### config.mk
export PLATFORM = sky130hd
export DESIGN_NAME = bcd_round_ctrl
export DESIGN_NICKNAME = d
export VERILOG_FILES = /design/src/rtl/bcd_game_pkg.sv /design/src/rtl/bcd_lfsr8.sv /design/src/rtl/bcd_round_ctrl.sv
export SDC_FILE = /design/constraint.sdc
export NUM_CORES = 1
export LEC_CHECK = 0
export ABC_AREA = 1
export ABC_CLOCK_PERIOD_IN_PS = 3400
export CORE_ASPECT_RATIO = 0.9
export CORE_MARGIN = 8
export CORE_UTILIZATION = 45
export DETAILED_ROUTE_END_ITERATION = 8
export GPL_TIMING_DRIVEN = 0
export PLACE_DENSITY = 0.72
export SLEW_MARGIN = 10
export SYNTH_ARGS = -nofsm -noshare
export SYNTH_HDL_FRONTEND = slang
export SYNTH_HIERARCHICAL = 1
export SYNTH_SLANG_ARGS = --single-unit
export TNS_END_PERCENT = 10
### constraint.sdc
create_clock -name CLK -period 3.4 [get_ports CLK]
set_input_delay 0.85 -clock CLK [delete_from_list [all_inputs] [get_ports CLK]]
set_output_delay 0.85 -clock CLK [all_outputs]
set_load 0.01 [all_outputs]
### src/rtl/bcd_game_pkg.sv
// Shared types, constants and digit helpers for the BCD addition game.
package bcd_game_pkg;

  typedef enum logic [1:0] {
    IDLE,
    LOAD,
    WAIT,
    FINISH
  } game_state_t;

  localparam logic [3:0] MAX_SCORE     = 4'd10;
  localparam logic [7:0] SEED_FALLBACK = 8'h01;

  // Fold a raw nibble onto a displayable decimal digit: 10..15 become 4..9.
  function automatic logic [3:0] nibble_to_bcd(input logic [3:0] nibble);
    if (nibble > 4'd9) begin
      return nibble - 4'd6;
    end else begin
      return nibble;
    end
  endfunction

  // Units digit of the sum of two decimal digits, using a 5-bit intermediate.
  function automatic logic [3:0] digit_sum_mod10(input logic [3:0] a, input logic [3:0] b);
    logic [4:0] sum;
    sum = {1'b0, a} + {1'b0, b};
    if (sum >= 5'd10) begin
      sum = sum - 5'd10;
    end
    return sum[3:0];
  endfunction

endpackage

### src/rtl/bcd_lfsr8.sv
// Free-running 8-bit Fibonacci LFSR that supplies the digits for each round.
module bcd_lfsr8
  import bcd_game_pkg::*;
(
  input  logic       CLK,
  input  logic       RST_N,
  input  logic [7:0] SEED,
  output logic [7:0] VALUE
);

  logic feedback;

  assign feedback = VALUE[7] ^ VALUE[5] ^ VALUE[4] ^ VALUE[3];

  // Shift left every cycle; an all-zero seed would lock up, so it is replaced.
  always_ff @(posedge CLK) begin
    if (!RST_N) begin
      VALUE <= (SEED == 8'h00) ? SEED_FALLBACK : SEED;
    end else begin
      VALUE <= {VALUE[6:0], feedback};
    end
  end

endmodule

### src/rtl/bcd_round_ctrl.sv
// Round controller for the BCD addition game: shows two digits, times the
// answer window, scores SUBMIT presses and counts rounds until the game ends.
module bcd_round_ctrl
  import bcd_game_pkg::*;
#(
  parameter int         ROUNDS       = 10,
  parameter int         ROUND_CYCLES = 500_000_000,
  parameter logic [7:0] SEED         = 8'hA5
) (
  input  logic       CLK,
  input  logic       RST_N,
  input  logic       START,
  input  logic       SUBMIT,
  input  logic [3:0] ANSWER,
  output logic [3:0] Q1,
  output logic [3:0] Q2,
  output logic [3:0] CORRECT,
  output logic       BUSY,
  output logic       DONE
);

  localparam int                 TIMER_W    = (ROUND_CYCLES > 1) ? $clog2(ROUND_CYCLES) : 1;
  localparam logic [TIMER_W-1:0] TIMER_LAST = TIMER_W'(ROUND_CYCLES - 1);
  localparam logic [3:0]         LAST_ROUND = 4'(ROUNDS - 1);

  game_state_t        state;
  logic [TIMER_W-1:0] timer;
  logic [3:0]         round_cnt;
  logic [7:0]         lfsr_value;

  logic start_r;
  logic start_d;
  logic start_armed;
  logic submit_r;
  logic submit_d;

  logic       start_edge;
  logic       submit_edge;
  logic       timer_expired;
  logic       round_end;
  logic       answer_ok;
  logic [3:0] expected_digit;
  logic [3:0] score_next;

  bcd_lfsr8 u_lfsr (
    .CLK   (CLK),
    .RST_N (RST_N),
    .SEED  (SEED),
    .VALUE (lfsr_value)
  );

  // A START held through reset must be released before it can count, hence the arm flag.
  assign start_edge     = start_r & ~start_d & start_armed;
  assign submit_edge    = submit_r & ~submit_d;
  assign timer_expired  = (timer == TIMER_LAST);
  assign round_end      = submit_edge | timer_expired;
  assign expected_digit = digit_sum_mod10(Q1, Q2);
  assign answer_ok      = (ANSWER <= 4'd9) && (ANSWER == expected_digit);
  assign score_next     = (CORRECT >= MAX_SCORE) ? MAX_SCORE : CORRECT + 4'd1;

  // Register the buttons so each press yields exactly one single-cycle event.
  always_ff @(posedge CLK) begin
    if (!RST_N) begin
      start_r     <= 1'b0;
      start_d     <= 1'b0;
      submit_r    <= 1'b0;
      submit_d    <= 1'b0;
      start_armed <= 1'b0;
    end else begin
      start_r     <= START;
      start_d     <= start_r;
      submit_r    <= SUBMIT;
      submit_d    <= submit_r;
      start_armed <= start_armed | ~START;
    end
  end

  // Game sequencing: start, load digits, wait for an answer or timeout, finish.
  always_ff @(posedge CLK) begin
    if (!RST_N) begin
      state     <= IDLE;
      Q1        <= 4'd0;
      Q2        <= 4'd0;
      CORRECT   <= 4'd0;
      BUSY      <= 1'b0;
      DONE      <= 1'b0;
      timer     <= '0;
      round_cnt <= 4'd0;
    end else begin
      case (state)
        IDLE, FINISH: begin
          if (start_edge) begin
            CORRECT   <= 4'd0;
            round_cnt <= 4'd0;
            BUSY      <= 1'b1;
            DONE      <= 1'b0;
            state     <= LOAD;
          end
        end
        LOAD: begin
          Q1    <= nibble_to_bcd(lfsr_value[7:4]);
          Q2    <= nibble_to_bcd(lfsr_value[3:0]);
          timer <= '0;
          state <= WAIT;
        end
        WAIT: begin
          timer <= timer + TIMER_W'(1);
          if (round_end) begin
            if (submit_edge && answer_ok) begin
              CORRECT <= score_next;
            end
            if (round_cnt == LAST_ROUND) begin
              BUSY  <= 1'b0;
              DONE  <= 1'b1;
              state <= FINISH;
            end else begin
              round_cnt <= round_cnt + 4'd1;
              state     <= LOAD;
            end
          end
        end
        default: begin
          state <= IDLE;
        end
      endcase
    end
  end

endmodule
==> impl_metrics.ini, run 1 <==
[grt]
antenna_found_initial = 0
grt_use_met3_pct = 2.50
grt_most_used_layer = met2
grt_util_met1_pct = 17.9
grt-ovfl-total = 0
grt_pass1_vias = 3013
grt.total_usage_pct = 14.3
grt_pass1_wl_microns = 13400
grt_max_degree = 12
gr-usage-met2_pct = 23.0

[timing]
final-hold-violation-count = 0
rsz0062_at_grt = false
slew_headroom_pct = 50.3
fmax_mhz = 339
fin_crit_ns = 2.95
tightest_slew_ns = 0.742
setup_slack_ns = 0.449
min_period_over_period_pct = 86.8
slew_violations = 0
setup-violations-final = 0
clock_skew_ns = 0.0123
timing.setup.tns_ns = 0

[cts]
clkTransAtPathRegs_ns = 0.07
cts.sinks = 62
cts_resized = 0
tritoncts = done
htreeDepth = 3
cts_max_path_buffers = 2
cts_made_buffers = 9
cts_setup_buffers = 0
clk_latency_ns = 0.35
cts-root-buf = clkbuf_8
hold_buffers = 0

[logic_synthesis]
async_flop_share_pct = 0
synth.ff_latch_count = 62
ys_types = 46
yosysSeqAreaShare_pct = 34.3
yosys_warnings = 6
syn_area_sq_mm = 0.00362
synthFlopType = dfxtp_1
synth_edf_count = 0
syn_area_per_cell_sq_um = 6.99
synth_cells = 518

[cells_and_area]
drive_gt1_share_pct = 9.49
regArea_sq_mm = 0.00124
n_fill_cell = 768
diodes = 0
areaGrowthSynthToFinish_pct = 16.8
multi_input_area_sq_mm = 0.00207
nets = 587
utilization_pct = 53.4
fin_area_sq_mm = 0.00423

[placed_design]
dp_slack_ns = 0.0776
io_buffers = 21
globalplace.congestion = 0.829
placedInstanceArea_sq_mm = 0.00401
place_hpwl_microns = 5950

[drt]
wirelength_microns = 7790
viasPerCell = 5.02
routedWlPerCell_microns = 11.7
first_iter_violations = 147
vias = 3355
antenna_left = 0
drc = 0
drt_first_pass_iters = 4

[setup_path]
crit_type = primary input to flop
endpoint_kind = flop
max_stage_delay_ns = 0.60
path_buf_inv = 4
critPathTopFamily = buffers and inverters
worst-path-max-fanout = 10
crit_slowest_cell = clkdlybuf4s50_1
critPathRequiredTime_ns = 3.68
worst_setup_path_start_kind = primary input
crit_chain = clkdlybuf4s50_1, clkbuf_1, inv_1, nor2_1, inv_1, nor2_1, o21ai_0, a21oi_1
worst_ep_arrival_time_ns = 3.23

[die]
die_area_sq_mm = 0.0112
dieHeight_microns = 101
io_pins = 22
die_x_microns = 111
core-area_sq_mm = 0.00791
num_rows = 31
initial_core_util_pct = 45.7

[run_status]
status = complete, no violations

[power_and_ir_drop]
leakage_nw = 1.81
vdd_drop_max_uv = 304
p_per_area_mw_per_mm2 = 624

[job]
max_cap_violations = 0

[hold_path]
hp-class = flop to flop
[through the flow]
step / power (mW) / hold WS, ns / std cells
5_1_grt: 2.84 / 0.471 / 668
6_report: 2.64 / 0.429 / 668
3_5_place_dp: 1.92 / 0.418 / 652
4_1_cts: 2.65 / 0.429 / 668
2_1_floorplan: 1.62 / 0.407 / 532
3_3_place_gp: 1.88 / 0.410 / 652
[path summary, 6_finish.rpt]
kind                 start    endpoint  slack, ns  cells after the start
setup / recovery     RST_N   timer[12]       0.45                      8
hold / removal    submit_r    submit_d       0.43                      2
setup reg to reg     Q1[0]  CORRECT[1]       0.77                     17
hold reg to reg   submit_r    submit_d       0.43                      2
[worst reg2reg max path: stages, from the launching register on]
cell	delay (ns)
dfxtp_1	0.33
ha_1	0.24
fa_1	0.40
inv_1	0.09
nand2_1	0.07
nand2_1	0.09
inv_1	0.06
ha_1	0.21
nand2_1	0.08
nand3_1	0.11
nand2_1	0.16
nor2_1	0.06
nor2_1	0.16
nand3_1	0.10
nand2_1	0.15
nand2_1	0.07
nand2_1	0.06
a21oi_1	0.06
[metal layers]
layer,share of wire (%),vias up,wire [microns]
li1,-,1764,-
met1,49,1527,3810
met2,44,52,3460
met3,4.5,12,353
met4,2.0,0,158
met5,0,-,0
[synthesized netlist by cell type (2+ instances only)]
| cell type | count | area share, % |
|---|---|---|
| dfxtp_1 | 62 | 34 |
| nand2_4 | 3 | 0.93 |
| inv_2 | 3 | 0.31 |
| o21ai_1 | 3 | 0.41 |
| o21a_1 | 2 | 0.41 |
| a21oi_1 | 41 | 5.7 |
| nor3_1 | 11 | 1.5 |
| buf_6 | 2 | 0.62 |
| nand3_2 | 5 | 1.4 |
| conb_1 | 2 | 0.21 |
| nor3_2 | 2 | 0.55 |
| a211oi_1 | 2 | 0.41 |
| o21ai_0 | 30 | 4.1 |
| nand2_2 | 3 | 0.52 |
| inv_1 | 77 | 8.0 |
| nor2_2 | 3 | 0.52 |
| nand4_1 | 16 | 2.8 |
| nor2_4 | 5 | 1.6 |
| nand2_1 | 112 | 12 |
| o21ai_2 | 3 | 0.73 |
| clkbuf_1 | 5 | 0.52 |
| mux2i_1 | 2 | 0.55 |
| nor2_8 | 2 | 1.1 |
| nor4_1 | 5 | 0.86 |
| nor3b_1 | 4 | 0.83 |
| xor2_1 | 4 | 0.97 |
| ha_1 | 14 | 4.8 |
| nand3_1 | 26 | 3.6 |
| nor2_1 | 52 | 5.4 |
[sequential cells by signal, summed over array words and instances, names as in the netlist]
| register | flops |
|---|---|
| DONE | 1 |
| CORRECT | 4 |
| start_r | 1 |
| u_lfsr/VALUE | 8 |
| submit_r | 1 |
| state | 2 |
| round_cnt | 4 |
| timer | 29 |
| submit_d | 1 |
| start_armed | 1 |
| Q1 | 4 |
| Q2 | 4 |
| start_d | 1 |
| BUSY | 1 |
[kinds of logic after synthesis]
group / Yosys count / synth area share, %
and+or+nand+nor: 255 / 35.3
buffers and inverters: 91 / 10.0
AOI/OAI and AO/OA: 86 / 13.0
DFF: 62 / 34.3
adders and majority gates: 15 / 5.39
xor gates and xnor gates: 5 / 1.21
other: 2 / 0.207
muxes: 2 / 0.553
[cells in the final DEF (no fill, tap or decap), types with 4 or more instances in the layout]
master           netlist  final
nor3b_1                4      4
nor4_1                 5      5
nand4_1               16     16
nand3_2                5      5
inv_1                 77     77
nand3_1               26     26
xor2_1                 4      4
nor2_4                 5      5
clkbuf_1               5      5
dfxtp_1               62     62
nor3_1                11     11
clkdlybuf4s50_1        0     21
o21ai_0               30     30
ha_1                  14     14
nand2_1              112    112
a21oi_1               41     41
clkbuf_8               0     10
nor2_1                52     52
conb_1                 2     16
[power breakdown]
part           switching [mW]  internal, mW  total [mW]
logic                   0.635         0.385        1.02
clock network           0.298         0.430       0.728
registers              0.0787         0.813       0.892
total                    1.01          1.63        2.64
[area by class of cell]
class / instances / area share [%]
clock inverters: 6 / 2.01
multi-input cells: 379 / 48.9
flip-flops and latches: 62 / 29.3
inverters: 82 / 7.31
well taps: 99 / 2.93
plain buffers: 9 / 1.27
repair buffers: 21 / 4.97
clock buffers: 10 / 3.25
No activity file was read; power rests on OpenSTA's default activity.
==> run 2, diff against run 1 <==
--- a/config.mk
+++ b/config.mk
@@ -6,7 +6,6 @@
 export NUM_CORES = 1
 export LEC_CHECK = 0
 export ABC_AREA = 1
-export ABC_CLOCK_PERIOD_IN_PS = 3400
 export CORE_ASPECT_RATIO = 0.9
 export CORE_MARGIN = 8
 export CORE_UTILIZATION = 45
==> results of run 2 <==
Final layout, timing and power as in run 1 (identical DEF).
==> run 3, diff against run 2 <==
--- a/config.mk
+++ b/config.mk
@@ -8,10 +8,10 @@
 export ABC_AREA = 1
 export CORE_ASPECT_RATIO = 0.9
 export CORE_MARGIN = 8
-export CORE_UTILIZATION = 45
+export CORE_UTILIZATION = 60
 export DETAILED_ROUTE_END_ITERATION = 8
 export GPL_TIMING_DRIVEN = 0
-export PLACE_DENSITY = 0.72
+export PLACE_DENSITY_LB_ADDON = 0.12
 export SLEW_MARGIN = 10
 export SYNTH_ARGS = -nofsm -noshare
 export SYNTH_HDL_FRONTEND = slang
==> run 3 against run 2 <==
- non-clock buffer count unchanged
- global-route usage grew 4.7 points
- critical path depth stayed put
- largest power group unchanged
- sequential share of layout area increased by 0.48 points
- combinational power about the same
- power fell by 3.8%
- via count down 0.54%
- flip-flop and latch count did not move
- final cell count shrank 4.2%
- clock skew down 0.0034 ns
- core utilization grew 16 points
- worst hold slack got worse by 0.0015 ns
==> impl_metrics.ini, run 3 (synthesis gave the netlist of run 1 again) <==
[setup_path]
worst_setup_path_start_kind = primary input
max_stage_delay_ns = 0.60
crit_chain = clkdlybuf4s50_1, clkbuf_1, inv_1, nor2_1, inv_1, nor2_1, o21ai_0, a21oi_1
worst_ep_arrival_time_ns = 3.26
r2r_slack_ns = 0.84
crit_slowest_cell = clkdlybuf4s50_1
r2r_cells = 18
r2r_start = Q1[0]
endpoint_kind = flop
timing.rr.end = CORRECT[1]
crit_type = primary input to flop
worst-path-max-fanout = 10
critPathRequiredTime_ns = 3.68

[grt]
grt-ovfl-total = 0
grt_pass1_wl_microns = 13500
grt.total_usage_pct = 19.0
grt_pass1_vias = 3016
grt_max_degree = 11
antenna_found_initial = 0

[cells_and_area]
max_flop_register = timer
diodes = 0
nets = 587
largest_reg_flops = 29
fin_area_sq_mm = 0.00416
final_cell_mix = 112 x nand2_1, 77 x inv_1, 62 x dfxtp_1
areaGrowthSynthToFinish_pct = 15.0
reg.largest.list = timer x29, u_lfsr/VALUE x8
final_common_cell = nand2_1
drive_gt1_share_pct = 9.15

[die]
initial_core_util_pct = 60.5
num_rows = 27
die_x_microns = 97.9
dieHeight_microns = 89.7
core-area_sq_mm = 0.00598
die_area_sq_mm = 0.00878
io_pins = 22

[timing]
slew_headroom_pct = 52.6
timing.setup.tns_ns = 0
tightest_slew_ns = 0.708
final-hold-violation-count = 0
min_period_over_period_pct = 87.7
setup-violations-final = 0
fmax_mhz = 335
rsz0062_at_grt = false
slew_violations = 0
fin_crit_ns = 2.98
clock_skew_ns = 0.00883

[drt]
first_iter_violations = 188
antenna_left = 0
drt_first_pass_iters = 5
vias = 3337
wirelength_microns = 7660
viasPerCell = 5.21
routedWlPerCell_microns = 12.0
drc = 0

[power_and_ir_drop]
clkPwrFrac_pct = 25.0
p_comb_share_pct = 39.8
switchingPower_uw = 989
p_seq_share_pct = 35.2
power.total_mw = 2.54
switching_share_pct = 39.0
p_per_area_mw_per_mm2 = 610
leakage_nw = 1.79
internal_power_mw = 1.55
vdd_drop_max_uv = 480

[cts]
clk_latency_ns = 0.35
cts_resized = 0
cts.sinks = 62
cts-root-buf = clkbuf_8
htreeDepth = 3
tritoncts = done
cts_made_buffers = 9
cts_max_path_buffers = 2
hold_buffers = 0
clkTransAtPathRegs_ns = 0.06
cts_setup_buffers = 0

[hold_path]
whs_endpoint = submit_d
hold_depth = 2
hp-class = flop to flop
hp-start = submit_r

[placed_design]
place_hpwl_microns = 5830
io_buffers = 21
placedInstanceArea_sq_mm = 0.00397
globalplace.congestion = 0.852

[job]
max_cap_violations = 0

[run_status]
status = complete, no violations
## run 3: changes by cell type in the layout (fill, tap and decap cells not counted)
cell,before,now
clkinvlp_4,2,1
clkbuf_1,5,6
bufinv_16,2,1
## run 3: stage by stage
step	instances	setup slack, ns	util [%]	hold slack (ns)
finish	640	0.419	69.6	0.427
floorplan	532	1.11	-	0.407
CTS	640	0.460	69.6	0.426
global placement	625	0.109	66.4	0.408
global route	640	0.231	69.6	0.456
detailed placement	625	0.117	66.4	0.417
## run 3: how the worst max path moves through the flow
stage / start / to / slack [ns] / cells past startpoint
6_report: RST_N / timer[12] / 0.42 / 8
4_1_cts: RST_N / timer[12] / 0.46 / 8
3_3_place_gp: RST_N / timer[12] / 0.11 / 8
5_1_grt: RST_N / timer[12] / 0.23 / 8
3_5_place_dp: RST_N / timer[12] / 0.12 / 8
2_1_floorplan: Q1[0] / CORRECT[2] / 1.11 / 17
## run 3: area by class of cell
type | count | area, sq um
Clock inverter | 4 | 47.5
Buffer | 9 | 53.8
Multi-Input combinational cell | 379 | 2070
Clock buffer | 11 | 141
Sequential cell | 62 | 1240
Tap cell | 72 | 90.1
Timing Repair Buffer | 21 | 210
Inverter | 82 | 309
Fill cell | 535 | 1820
## run 3: power groups by stage
stage	clock, mW	combinational, mW	sequential [mW]
floorplan	0	0.707	0.912
global placement	0	0.974	0.904
detailed placement	0	1.00	0.908
CTS	0.648	1.01	0.892
global route	0.687	1.15	0.906
finish	0.636	1.01	0.893
## run 3: worst max-delay path: cells and delay by family
family | cells | cell delay, ns
buffers and inverters | 4 | 1.45
and+or+nand+nor | 2 | 0.73
AOI/OAI and AO/OA | 2 | 0.22
## run 3: routing by layer
| metal | routed length (microns) | up-vias | track usage [%] |
|---|---|---|---|
| met4 | 89 | 0 | 5.79 |
| met3 | 365 | 10 | 5.93 |
| met5 | 0 | - | 0 |
| li1 | - | 1763 | - |
| met2 | 3390 | 53 | 31.0 |
| met1 | 3820 | 1511 | 23.7 |
